$ cat config.mk
export PLATFORM = sky130hd
export DESIGN_NAME = fifo_uart_tx_drain
export DESIGN_NICKNAME = d
export VERILOG_FILES = /design/src/rtl/fifo_uart_tx_drain.sv
export SDC_FILE = /design/constraint.sdc
export NUM_CORES = 1
export LEC_CHECK = 0
export ABC_AREA = 1
export CAP_MARGIN = 10
export CORE_MARGIN = 2
export CORE_UTILIZATION = 40
export CTS_BUF_LIST = sky130_fd_sc_hd__clkbuf_16
export DETAILED_ROUTE_END_ITERATION = 16
export GPL_ROUTABILITY_DRIVEN = 0
export GPL_TIMING_DRIVEN = 1
export SLEW_MARGIN = 20
export SYNTH_ARGS = -nofsm -noshare
export SYNTH_HDL_FRONTEND = slang
export SYNTH_SLANG_ARGS = --single-unit
export TNS_END_PERCENT = 10
$ cat constraint.sdc
create_clock -name clk -period 2.06 [get_ports clk]
set_clock_uncertainty 0.05 [all_clocks]
set_input_delay 0.412 -clock clk [delete_from_list [all_inputs] [get_ports clk]]
set_output_delay 0.412 -clock clk [all_outputs]
set_load 0.01 [all_outputs]
$ cat src/rtl/fifo_uart_tx_drain.sv
// fifo_uart_tx_drain
//   Pops bytes from a TX FIFO with a registered read port and sends each one
//   as a UART 8N1 frame (start 0, data LSB first, stop 1) on serial_out.
//
// Handshake: fifo_rd_en is a single-cycle pop strobe. It is raised only in
//   IDLE, only while tx_enable=1 and fifo_empty=0, and never while rst=1.
//   The FIFO presents the popped byte on fifo_dout in the following cycle,
//   which is the cycle the block spends in LOAD.
//
// Ports:
//   clk, rst     clock, synchronous active-high reset
//   tx_enable    permits new frames; a frame already started always completes
//   fifo_empty   FIFO empty flag
//   fifo_rd_en   FIFO pop strobe
//   fifo_dout    FIFO read data, valid the cycle after fifo_rd_en
//   serial_out   UART line, idle high
//   busy         high from the pop cycle through the last stop-bit cycle
//   frame_count  frames fully transmitted, wraps at 16 bits
module fifo_uart_tx_drain #(
  parameter int CLOCK_FREQ          = 125_000_000,
  parameter int BAUD_RATE           = 115_200,
  parameter int SYMBOL_EDGE_TIME    = CLOCK_FREQ / BAUD_RATE,
  parameter int CLOCK_COUNTER_WIDTH = $clog2(SYMBOL_EDGE_TIME)
) (
  input  logic        clk,
  input  logic        rst,
  input  logic        tx_enable,
  input  logic        fifo_empty,
  output logic        fifo_rd_en,
  input  logic [7:0]  fifo_dout,
  output logic        serial_out,
  output logic        busy,
  output logic [15:0] frame_count
);

  typedef enum logic [1:0] {
    IDLE = 2'd0,
    LOAD = 2'd1,
    SEND = 2'd2
  } state_t;

  localparam logic [CLOCK_COUNTER_WIDTH-1:0] SYM_LAST =
    CLOCK_COUNTER_WIDTH'(SYMBOL_EDGE_TIME - 1);
  localparam logic [3:0] BIT_LAST = 4'd9;  // stop bit is the 10th symbol

  state_t                         state;
  logic [9:0]                     shift;
  logic [CLOCK_COUNTER_WIDTH-1:0] sym_cnt;
  logic [3:0]                     bit_cnt;
  logic                           pop;

  // The pop is decided combinationally in IDLE so the strobe lines up with
  // the FIFO's registered read port; gating with rst keeps a reset cycle
  // from consuming a byte.
  assign pop        = (state == IDLE) && tx_enable && !fifo_empty && !rst;
  assign fifo_rd_en = pop;
  assign busy       = (state != IDLE) || pop;
  // Outside SEND the line is held high; inside SEND it only follows shift[0],
  // which changes solely at symbol boundaries.
  assign serial_out = (state == SEND) ? shift[0] : 1'b1;

  always_ff @(posedge clk) begin
    if (rst) begin
      state       <= IDLE;
      shift       <= '0;
      sym_cnt     <= '0;
      bit_cnt     <= '0;
      frame_count <= '0;
    end else begin
      case (state)
        IDLE: begin
          if (pop) state <= LOAD;
        end
        LOAD: begin
          shift   <= {1'b1, fifo_dout, 1'b0};
          sym_cnt <= '0;
          bit_cnt <= '0;
          state   <= SEND;
        end
        SEND: begin
          if (sym_cnt == SYM_LAST) begin
            sym_cnt <= '0;
            // Shift in ones so a stale bit can never drive the line low.
            shift   <= {1'b1, shift[9:1]};
            if (bit_cnt == BIT_LAST) begin
              bit_cnt     <= '0;
              frame_count <= frame_count + 16'd1;
              state       <= IDLE;
            end else begin
              bit_cnt <= bit_cnt + 4'd1;
            end
          end else begin
            sym_cnt <= sym_cnt + 1'b1;
          end
        end
        default: state <= IDLE;
      endcase
    end
  end

endmodule

==> load_flow_metrics.sql, run 1 <==
INSERT INTO impl_metrics (metric_group, metric, value, unit) VALUES
('run_status', 'outcome', 'complete, no violations', ''),
('die', 'die_h', '82.6', 'µm'),
('worst_setup_path', 'critical_path_peak_fanout', '3', ''),
('layout', 'fin_util', '51.5', '%'),
('worst_setup_path', 'worst_setup_path_end_kind', 'output pin', ''),
('run', 'max_cap_violations', '0', ''),
('die', 'floorplan.initialDensity', '41.5', '%'),
('routing', 'avgViaCountPerCell', '4.76', ''),
('worst_hold_path', 'worst_min_path_class', 'reg -> reg', ''),
('synth', 'number_of_library_cell_types_mapped_by_synthesis', '30', ''),
('synth', 'syn-instance-count', '365', ''),
('synth', 'postSynth.topFlopCell', 'sky130_fd_sc_hd__dfxtp_1', ''),
('timing', 'final_period_minus_worst_setup_slack', '1.95', 'ns'),
('synth', 'yosys.area.top_type', 'sky130_fd_sc_hd__dfxtp_1', ''),
('global_routing', 'vias_in_the_first_global_route', '2003', ''),
('timing', 'setup-violations-final', '0', ''),
('worst_hold_path', 'timing.hold.worst_endpoint', 'shift[0]$_SDFFE_PP0P_', ''),
('synth', 'postSynthRegisterBits', '43', ''),
('layout', 'antennaDiodeCount', '0', ''),
('clock_tree', 'cts_root_buffer', 'sky130_fd_sc_hd__clkbuf_16', ''),
('place', 'hpwlAfterDp', '3.84', 'mm'),
('worst_setup_path', 'critPathSlowestCell', 'sky130_fd_sc_hd__dfxtp_2', ''),
('die', 'ioPinCount', '31', ''),
('routing', 'drt-wirelength-per-cell', '11.4', 'µm'),
('place', 'worst_setup_slack_after_placement', '-0.127', 'ns'),
('global_routing', 'grt_usage', '17.0', '%'),
('routing', 'dr.first_iter.drc_count', '127', ''),
('synth', 'syn-cell-area', '2470', 'µm²'),
('routing', 'route.antenna.remaining_nets', '0', ''),
('clock_tree', 'clk_pin_slew', '0.06', 'ns'),
('global_routing', 'grt_start_max_net_pins', '25', ''),
('synth', 'sequential_element_share_of_the_synthesized_area', '34.8', '%'),
('synth', 'edff_count_synth', '0', ''),
('synth', 'share_of_async_settable_or_async_resettable_flops_after_synthesis', '0', '%'),
('timing', 'fmax', '512', 'MHz'),
('worst_setup_path', 'largest_stage_delay_on_the_critical_path', '0.32', 'ns'),
('clock_tree', 'cts_tree', 'yes', ''),
('die', 'fp-row-count', '28', ''),
('worst_hold_path', 'whs_path_depth', '2', ''),
('clock_tree', 'cts-buffers-inserted', '5', ''),
('timing', 'rsz0062_at_grt', 'no', ''),
('synth', 'yosys-top-cells-count', 'sky130_fd_sc_hd__nand2_1 (110), sky130_fd_sc_hd__nor2_1 (50), sky130_fd_sc_hd__dfxtp_1 (43)', ''),
('power', 'cellLeakagePower', '1.17', 'nW'),
('worst_hold_path', 'min-delay-start', 'shift[0]$_SDFFE_PP0P_', ''),
('worst_setup_path', 'regToRegSetupSlack', '0.23', 'ns'),
('routing', 'wl', '5.43', 'mm'),
('clock_tree', 'post_cts_hold_buffer_count', '0', ''),
('timing', 'layout_setup_ws', '0.107', 'ns'),
('power', 'design_power_total', '2.56', 'mW'),
('die', 'design.die.area', '6820', 'µm²'),
('worst_setup_path', 'timing_startpoint_of_the_critical_path', 'state[0]$_SDFFE_PP0P_', ''),
('synth', 'mappedNetlistNets', '386', ''),
('timing', 'worst_tran_pin_value', '0.454', 'ns'),
('routing', 'firstDrtPassIters', '4', ''),
('timing', 'hold_viol_final', '0', ''),
('layout', 'layout_cells_sized_above_1', '13.3', '%'),
('worst_setup_path', 'critPathRequiredTime', '1.60', 'ns'),
('place', 'placement.io_buffers', '30', ''),
('worst_setup_path', 'startpoint_type', 'register', ''),
('die', 'chipWidth', '82.6', 'µm'),
('worst_setup_path', 'ff2ff_path_depth', '9', ''),
('worst_setup_path', 'worst_r2r_end', 'shift[2]$_SDFFE_PP0P_', ''),
('timing', 'final.period_utilization', '94.8', '%'),
('layout', 'area_delta_synth_final', '24.2', '%'),
('timing', 'hold_ws', '0.415', 'ns'),
('global_routing', 'grt_overflow_total', '0', ''),
('synth', 'post_synth_main_area_contributors', 'sky130_fd_sc_hd__dfxtp_1 (35%), sky130_fd_sc_hd__nand2_1 (17%), sky130_fd_sc_hd__nor2_1 (7.6%)', ''),
('power', 'power.density', '833', 'nW/µm²'),
('clock_tree', 'cts_max_path_buffers', '2', ''),
('worst_setup_path', 'crit_chain', 'inv_1, ha_1, inv_2, or2_2, dlygate4sd2_1', ''),
('synth', 'post-synth-top-count-cell', 'sky130_fd_sc_hd__nand2_1', '');
## sequential cells by signal, indices dropped and copies added (netlist names)
signal       count
frame_count     16
state            2
shift           10
sym_cnt         11
bit_cnt          4
## through the flow
stage	instance area [µm²]	std cells
CTS	3060	475
global route	3070	475
floorplan	2470	365
detailed placement	2870	467
global placement	2870	467
finish	3070	475
## layout by cell type, fill, tap and decap left out, types with 2 or more instances in the layout
cell,Yosys,routed
sky130_fd_sc_hd__a21oi_1,16,15
sky130_fd_sc_hd__a21oi_2,10,11
sky130_fd_sc_hd__buf_4,2,7
sky130_fd_sc_hd__bufinv_16,0,2
sky130_fd_sc_hd__clkbuf_16,0,5
sky130_fd_sc_hd__clkdlybuf4s50_1,0,26
sky130_fd_sc_hd__dfxtp_1,43,42
sky130_fd_sc_hd__dlygate4sd2_1,0,3
sky130_fd_sc_hd__ha_1,9,8
sky130_fd_sc_hd__inv_1,28,28
sky130_fd_sc_hd__inv_2,4,5
sky130_fd_sc_hd__nand2_1,110,110
sky130_fd_sc_hd__nand2_2,13,13
sky130_fd_sc_hd__nand3_1,20,20
sky130_fd_sc_hd__nand4_1,8,8
sky130_fd_sc_hd__nor2_1,50,50
sky130_fd_sc_hd__nor3_1,5,5
sky130_fd_sc_hd__o21ai_0,8,8
sky130_fd_sc_hd__o21ai_1,7,7
sky130_fd_sc_hd__xnor2_1,3,3
sky130_fd_sc_hd__xor2_1,10,10
## routing by layer
metal  wire (µm)  GRT usage (%)  share of wire [%]
met5           0              0                  0
met4          20           4.43               0.37
met3         169           3.91                3.1
met2        2390           27.1                 44
met1        2840           23.1                 52
## where the power goes
group	switching [mW]	leakage, nW	internal, mW
Sequential	0.0537	0.348	0.924
Combinational	0.339	0.723	0.229
Clock	0.320	0.0952	0.690
## area by class of cell
class	instances	area, µm²
multi-input cells	278	1430
repair buffers	38	372
clock buffers	5	125
clock inverters	3	63.8
inverters	33	124
well taps	75	93.8
flip-flops and latches	43	862
fillers	613	2890
## cell families after synthesis
family                   count (synthesis)  synth area share (%)
AO/OA/AOI/OAI                           42                  10.2
XOR/XNOR                                13                  4.61
adder cells (fa/ha/maj)                  9                  4.56
buffers and inverters                   44                  7.64
flip-flops                              43                  34.8
AND/OR/NAND/NOR                        214                  38.2
## worst max path at each step
stage / cells past startpoint / endpoint / slack [ns]
2_1_floorplan: 5 / serial_out / 0.31
3_3_place_gp: 5 / busy / -0.11
3_5_place_dp: 4 / fifo_rd_en / -0.13
4_1_cts: 6 / busy / -0.04
5_1_grt: 5 / serial_out / 0.04
6_report: 5 / serial_out / 0.11
## repair_timing
item,4_1_cts,5_1_grt
resized for setup,3,5
endpoints found under the setup margin,3,1
buffers inserted,0,0
## worst max-delay path, delay by kind of cell (launching register included)
family,cells,cell delay [ns]
adders and majority gates,1,0.19
buffers and inverters,3,0.42
DFF,1,0.32
and+or+nand+nor,1,0.27
(Power assumes the default switching activity.)
==> run 2: changes to the inputs <==
==> constraint.sdc (replaced) <==
create_clock -name clk -period 1.6 [get_ports clk]
set_clock_uncertainty 0.05 [all_clocks]
set_input_delay 0.32 -clock clk [delete_from_list [all_inputs] [get_ports clk]]
set_output_delay 0.32 -clock clk [all_outputs]
set_load 0.01 [all_outputs]
==> run 2 against run 1 <==
Against the previous run: the run now ends with setup timing left; sequential share of layout area down 1.7 points; core utilization up 4.3 points; design area up 8.4%; routed wire length up 4.6%; global-route usage is 0.63 points higher; critical endpoint unchanged; largest cell class unchanged; highest routed layer unchanged.
==> load_flow_metrics.sql, run 2 (same netlist as run 1, synthesis figures left out) <==
INSERT INTO impl_metrics (metric_group, metric, value, unit) VALUES
('clock_tree', 'insertion_delay', '0.28', 'ns'),
('power', 'vdd.ir_drop.worst', '717', 'µV'),
('worst_hold_path', 'timing.hold.worst_endpoint', 'shift[0]$_SDFFE_PP0P_', ''),
('routing', 'drt_drc_violations_left', '0', ''),
('timing', 'final_period_minus_worst_setup_slack', '1.62', 'ns'),
('place', 'worst_setup_slack_after_placement', '-0.398', 'ns'),
('clock_tree', 'cts_max_path_buffers', '2', ''),
('clock_tree', 'post_cts_hold_buffer_count', '0', ''),
('routing', 'drt-wirelength-per-cell', '11.5', 'µm'),
('worst_setup_path', 'worst_r2r_end', 'bit_cnt[3]$_SDFFE_PP0P_', ''),
('timing', 'max-slew-margin-rel', '78.3', '%'),
('layout', 'layout.nets', '438', ''),
('worst_hold_path', 'worst_min_path_class', 'reg -> reg', ''),
('layout', 'largest-register', 'frame_count', ''),
('global_routing', 'grt_start_max_net_pins', '25', ''),
('layout', 'layout_cells_sized_above_1', '24.7', '%'),
('routing', 'wl', '5.67', 'mm'),
('global_routing', 'grt_usage', '17.6', '%'),
('worst_hold_path', 'min-delay-start', 'shift[0]$_SDFFE_PP0P_', ''),
('die', 'chipWidth', '82.6', 'µm'),
('global_routing', 'vias_in_the_first_global_route', '2136', ''),
('worst_hold_path', 'whs_path_depth', '2', ''),
('timing', 'final.period_utilization', '101', '%'),
('layout', 'layout_top_registers', 'frame_count x16, sym_cnt x11, shift x10', ''),
('routing', 'firstDrtPassIters', '4', ''),
('place', 'hpwlAfterDp', '3.88', 'mm'),
('layout', 'layout.cells.most_common', 'sky130_fd_sc_hd__nand2_1', ''),
('worst_setup_path', 'ff2ff_path_depth', '8', ''),
('place', 'placedInstanceArea', '3000', 'µm²'),
('clock_tree', 'cts_root_buffer', 'sky130_fd_sc_hd__clkbuf_16', ''),
('routing', 'dr.first_iter.drc_count', '82', ''),
('worst_setup_path', 'critical_path_class', 'reg -> out', ''),
('clock_tree', 'cts_tree', 'yes', ''),
('die', 'die_h', '82.6', 'µm'),
('worst_setup_path', 'worst_setup_path_end_kind', 'output pin', ''),
('timing', 'worst_tran_pin_value', '0.326', 'ns'),
('worst_setup_path', 'regToRegSetupSlack', '0.10', 'ns'),
('power', 'cellLeakagePower', '1.46', 'nW'),
('timing', 'rsz0062_at_grt', 'yes', ''),
('worst_setup_path', 'critical_path_peak_fanout', '3', ''),
('worst_setup_path', 'worstReg2RegStart', 'state[0]$_SDFFE_PP0P_', ''),
('global_routing', 'global_route_wire_length_before_repair', '9.38', 'mm'),
('clock_tree', 'cts.htree.levels', '2', ''),
('timing', 'layout_setup_ws', '-0.0175', 'ns'),
('timing', 'setup-violations-final', '1', ''),
('clock_tree', 'clk_pin_slew', '0.06', 'ns'),
('layout', 'antennaDiodeCount', '0', ''),
('clock_tree', 'numClockSinks', '43', ''),
('layout', 'largest_reg_flops', '16', ''),
('die', 'ioPinCount', '31', ''),
('routing', 'route.antenna.remaining_nets', '0', ''),
('routing', 'via_count', '2347', ''),
('timing', 'fmax', '618', 'MHz'),
('clock_tree', 'cts-buffers-inserted', '5', ''),
('die', 'fp-row-count', '28', ''),
('timing', 'hold_viol_final', '0', ''),
('timing', 'fin_tns_setup', '-0.0175', 'ns'),
('die', 'core_area', '5960', 'µm²'),
('run_status', 'failed_checks', 'setup timing', ''),
('worst_setup_path', 'critPathRequiredTime', '1.23', 'ns'),
('worst_setup_path', 'startpoint_type', 'register', ''),
('power', 'power.density', '970', 'nW/µm²'),
('timing', 'final_slew_violations', '0', ''),
('global_routing', 'number_of_antenna_violations_at_the_first_check_in_global_routing', '0', ''),
('global_routing', 'grt_overflow_total', '0', ''),
('layout', 'finish.instance_area', '3330', 'µm²'),
('timing', 'hold_ws', '0.410', 'ns'),
('place', 'placement.io_buffers', '30', ''),
('layout', 'area_delta_synth_final', '34.6', '%'),
('die', 'floorplan.initialDensity', '41.5', '%'),
('routing', 'avgViaCountPerCell', '4.77', ''),
('die', 'design.die.area', '6820', 'µm²'),
('layout', 'layout.cells.most_common_list', 'sky130_fd_sc_hd__nand2_1 (106), sky130_fd_sc_hd__nor2_1 (45), sky130_fd_sc_hd__dfxtp_1 (30), sky130_fd_sc_hd__inv_1 (23), sky130_fd_sc_hd__buf_4 (20)', ''),
('run_status', 'outcome', 'finished, violations left', ''),
('worst_setup_path', 'crit_arrival', '1.25', 'ns'),
('run', 'max_cap_violations', '0', '');
run 2: worst max path at each step:
stage,from,to,depth (start not counted)
global placement,rst,busy,5
floorplan,state[0]$_SDFFE_PP0P_,sym_cnt[10]$_SDFFE_PP0P_,9
global route,state[0]$_SDFFE_PP0P_,serial_out,5
finish,state[0]$_SDFFE_PP0P_,serial_out,5
CTS,state[0]$_SDFFE_PP0P_,serial_out,5
detailed placement,rst,busy,5
run 2: report_power, final:
group          internal, mW  switching (mW)
sequential             1.19          0.0720
combinational         0.469           0.530
clock                 0.561           0.400
run 2: through the flow:
stage / std cells / power, mW / utilization (%)
2_1_floorplan: 365 / 1.79 / -
3_3_place_gp: 482 / 2.14 / 50.4
3_5_place_dp: 482 / 2.15 / 50.4
4_1_cts: 489 / 3.12 / 52.8
5_1_grt: 492 / 3.42 / 55.9
6_report: 492 / 3.23 / 55.9
run 2: per-layer routing:
| layer | track usage, % | routed length [µm] | vias up |
|---|---|---|---|
| li1 | - | - | 1260 |
| met1 | 23.5 | 2870 | 1059 |
| met2 | 29.0 | 2620 | 23 |
| met3 | 3.37 | 136 | 5 |
| met4 | 5.08 | 49 | 0 |
| met5 | 0 | 0 | - |
run 2: what timing repair did:
action / CTS / global route
buffers inserted: 0 / 2
resized for setup: 35 / 39
endpoints found under the setup margin: 18 / 54
pin swaps: 1 / 5
gates cloned: 0 / 1
run 2: cell type report:
class	instances	area, µm²
multi-input combinational	278	1520
timing repair buffer	56	573
sequential	43	880
clock buffer	5	125
inverter	33	126
fill	580	2630
tap	75	93.8
clock inverter	2	8.76
run 2: critical path, stage by stage, from the launching register on:
cell	delay (ns)
sky130_fd_sc_hd__dfxtp_2	0.33
sky130_fd_sc_hd__inv_4	0.07
sky130_fd_sc_hd__ha_4	0.13
sky130_fd_sc_hd__inv_2	0.03
sky130_fd_sc_hd__or2_2	0.28
sky130_fd_sc_hd__buf_6	0.13
==> run 3: changes to the inputs <==
--- a/config.mk
+++ b/config.mk
@@ -6,13 +6,14 @@
 export NUM_CORES = 1
 export LEC_CHECK = 0
 export ABC_AREA = 1
-export CAP_MARGIN = 10
 export CORE_MARGIN = 2
 export CORE_UTILIZATION = 40
 export CTS_BUF_LIST = sky130_fd_sc_hd__clkbuf_16
 export DETAILED_ROUTE_END_ITERATION = 16
 export GPL_ROUTABILITY_DRIVEN = 0
 export GPL_TIMING_DRIVEN = 1
+export RECOVER_POWER = 100
+export SETUP_SLACK_MARGIN = 0.2
 export SLEW_MARGIN = 20
 export SYNTH_ARGS = -nofsm -noshare
 export SYNTH_HDL_FRONTEND = slang
==> run 3 against run 2 <==
Against the previous run: the run now ends clean; sequential share of layout area fell by 1.1 points; hold slack improved by 0.0045 ns; clock power rose by 2.7%; largest cell class unchanged; register-to-register slack got worse by 0.04 ns; highest routed layer unchanged; setup slack improved by 0.053 ns; non-clock buffer count fell by 1; clock-buffer cell count did not move; combinational power rose by 21%; critical endpoint unchanged; maximum frequency rose by 3.4%; core utilization rose by 1.9 points.
==> load_flow_metrics.sql, run 3 (same netlist as run 1, synthesis figures left out) <==
INSERT INTO impl_metrics (metric_group, metric, value, unit) VALUES
('run_status', 'outcome', 'complete, no violations', ''),
('place', 'placement.io_buffers', '30', ''),
('layout', 'layout_cells_sized_above_1', '29.4', '%'),
('power', 'netSwitchingPower', '1.16', 'mW'),
('worst_hold_path', 'whs_path_depth', '2', ''),
('run', 'max_cap_violations', '0', ''),
('timing', 'max-slew-margin-rel', '76.5', '%'),
('layout', 'finish.instance_area', '3440', 'µm²'),
('layout', 'regArea', '872', 'µm²'),
('routing', 'avgViaCountPerCell', '4.77', ''),
('global_routing', 'grt_overflow_total', '0', ''),
('die', 'floorplan.initialDensity', '41.5', '%'),
('worst_setup_path', 'critPathRequiredTime', '1.23', 'ns'),
('timing', 'hold_viol_final', '0', ''),
('layout', 'layout_top_registers', 'frame_count x16, sym_cnt x11, shift x10', ''),
('layout', 'layout.cells.most_common_list', 'sky130_fd_sc_hd__nand2_1 (102), sky130_fd_sc_hd__nor2_1 (36), sky130_fd_sc_hd__dfxtp_1 (36), sky130_fd_sc_hd__inv_1 (21), sky130_fd_sc_hd__buf_4 (19)', ''),
('worst_hold_path', 'timing.hold.worst_endpoint', 'shift[9]$_SDFFE_PP0P_', ''),
('clock_tree', 'cts_root_buffer', 'sky130_fd_sc_hd__clkbuf_16', ''),
('power', 'power.share.combinational', '34.9', '%'),
('timing', 'final_period_minus_worst_setup_slack', '1.56', 'ns'),
('global_routing', 'number_of_antenna_violations_at_the_first_check_in_global_routing', '0', ''),
('die', 'core_area', '5960', 'µm²'),
('global_routing', 'grt_start_max_net_pins', '25', ''),
('routing', 'drt-wirelength-per-cell', '12.0', 'µm'),
('power', 'sw_frac_of_total', '33.4', '%'),
('clock_tree', 'cts_tree', 'yes', ''),
('worst_setup_path', 'timing_startpoint_of_the_critical_path', 'state[0]$_SDFFE_PP0P_', ''),
('worst_setup_path', 'critical_path_peak_fanout', '3', ''),
('clock_tree', 'insertion_delay', '0.28', 'ns'),
('routing', 'dr.first_iter.drc_count', '108', ''),
('worst_hold_path', 'min-delay-start', 'shift[9]$_SDFFE_PP0P_', ''),
('die', 'chipWidth', '82.6', 'µm'),
('power', 'pwr-share-clk', '28.5', '%'),
('die', 'ioPinCount', '31', ''),
('power', 'power.density', '1010', 'nW/µm²'),
('worst_setup_path', 'worst_r2r_end', 'shift[6]$_SDFFE_PP0P_', ''),
('routing', 'route.antenna.remaining_nets', '0', ''),
('layout', 'fillers', '581', ''),
('clock_tree', 'cts.htree.levels', '2', ''),
('layout', 'largest-register', 'frame_count', ''),
('place', 'placedInstanceArea', '3010', 'µm²'),
('worst_setup_path', 'worstReg2RegStart', 'sym_cnt[1]$_SDFFE_PP0P_', ''),
('worst_setup_path', 'critical_path_class', 'reg -> out', ''),
('routing', 'drt_drc_violations_left', '0', ''),
('place', 'hpwlAfterDp', '3.96', 'mm'),
('worst_setup_path', 'crit_arrival', '1.19', 'ns'),
('global_routing', 'global_route_wire_length_before_repair', '9.67', 'mm'),
('layout', 'layout.cells.most_common', 'sky130_fd_sc_hd__nand2_1', ''),
('timing', 'final_slew_violations', '0', ''),
('power', 'internal_power', '2.31', 'mW'),
('timing', 'fmax', '639', 'MHz'),
('global_routing', 'vias_in_the_first_global_route', '2154', ''),
('clock_tree', 'cts_max_path_buffers', '2', ''),
('worst_hold_path', 'worst_min_path_class', 'reg -> reg', ''),
('global_routing', 'grt_usage', '18.1', '%'),
('layout', 'multi_input_area', '1680', 'µm²'),
('power', 'power.sequential.fraction', '36.6', '%'),
('die', 'fp-row-count', '28', ''),
('die', 'die_h', '82.6', 'µm'),
('power', 'vdd.ir_drop.worst', '970', 'µV'),
('worst_setup_path', 'worst_setup_path_end_kind', 'output pin', ''),
('layout', 'layout.nets', '438', ''),
('layout', 'area_delta_synth_final', '39.3', '%'),
('timing', 'rsz0062_at_grt', 'yes', ''),
('clock_tree', 'cts-buffers-inserted', '5', ''),
('die', 'design.die.area', '6820', 'µm²'),
('layout', 'antennaDiodeCount', '0', ''),
('timing', 'final.period_utilization', '97.8', '%'),
('clock_tree', 'numClockSinks', '43', ''),
('timing', 'worst_tran_pin_value', '0.352', 'ns'),
('worst_setup_path', 'regToRegSetupSlack', '0.06', 'ns'),
('worst_setup_path', 'startpoint_type', 'register', ''),
('clock_tree', 'clk_pin_slew', '0.06', 'ns'),
('layout', 'largest_reg_flops', '16', ''),
('routing', 'firstDrtPassIters', '4', ''),
('power', 'cellLeakagePower', '1.34', 'nW'),
('routing', 'via_count', '2353', ''),
('routing', 'wl', '5.91', 'mm'),
('worst_setup_path', 'ff2ff_path_depth', '10', ''),
('timing', 'setup-violations-final', '0', ''),
('timing', 'fin_tns_setup', '0', 'ns');
==> run 3: cell types whose count changed in the layout (fill, tap and decap cells not counted), moves of 4 or more <==
cell                             before  now
sky130_fd_sc_hd__nor2_4               2    9
sky130_fd_sc_hd__dfxtp_2             12    6
sky130_fd_sc_hd__nand2_1            106  102
sky130_fd_sc_hd__dfxtp_1             30   36
sky130_fd_sc_hd__dlymetal6s2s_1       9    0
sky130_fd_sc_hd__nor2_1              45   36
sky130_fd_sc_hd__dlygate4sd2_1        6   15
sky130_fd_sc_hd__nand2_4              1    5
==> run 3: cell type report <==
cell class / count / area share, %
multi-input combinational: 279 / 48.7
sequential: 43 / 25.3
timing repair buffer: 55 / 15.2
inverter: 33 / 3.89
clock buffer: 5 / 3.64
tap: 75 / 2.73
clock inverter: 3 / 0.473
==> run 3: per-layer routing <==
metal | part of all wire (%) | track usage, % | vias up
met3 | 3.3 | 3.70 | 8
met2 | 46 | 29.1 | 29
met4 | 1.2 | 5.57 | 0
met5 | 0 | 0 | -
met1 | 50 | 24.2 | 1056
li1 | - | - | 1260
==> run 3: critical path, stage by stage (launching register included) <==
cell                      delay, ns
sky130_fd_sc_hd__dfxtp_2       0.33
sky130_fd_sc_hd__inv_4         0.07
sky130_fd_sc_hd__ha_4          0.13
sky130_fd_sc_hd__inv_2         0.03
sky130_fd_sc_hd__or2_4         0.22
sky130_fd_sc_hd__buf_6         0.12
==> run 3: worst max-delay path by stage <==
stage,slack (ns),to,cells after the start
2_1_floorplan,0.15,frame_count[8]$_SDFFE_PP0P_,7
3_3_place_gp,-0.29,fifo_rd_en,4
5_1_grt,-0.008,serial_out,5
6_report,0.04,serial_out,5
4_1_cts,0.009,frame_count[11],1
3_5_place_dp,-0.31,busy,5
==> run 3: through the flow <==
stage	worst slack [ns]	util [%]	power, mW	hold WS [ns]	instances
2_1_floorplan	0.148	-	1.90	0.379	365
3_3_place_gp	-0.291	50.6	2.12	0.399	476
3_5_place_dp	-0.306	50.6	2.14	0.405	476
4_1_cts	0.00927	54.7	3.27	0.418	485
5_1_grt	-0.00778	57.8	3.68	0.442	493
6_report	0.0356	57.8	3.47	0.415	493
==> run 3: repair_timing <==
action / in CTS / in global routing
setup buffers: 1 / 6
hold buffers: 0 / 0
cloned: 0 / 2
endpoints found under the hold margin: 0 / 0
setup endpoints to repair: 62 / 50
pin swaps: 26 / 23
resized for setup: 74 / 32
==> run 3: power groups by stage <==
stage	logic [mW]	registers [mW]	clock network, mW
2_1_floorplan	0.619	1.28	0
3_3_place_gp	0.837	1.28	0
3_5_place_dp	0.851	1.29	0
4_1_cts	0.983	1.27	1.02
5_1_grt	1.33	1.28	1.06
6_report	1.21	1.27	0.987
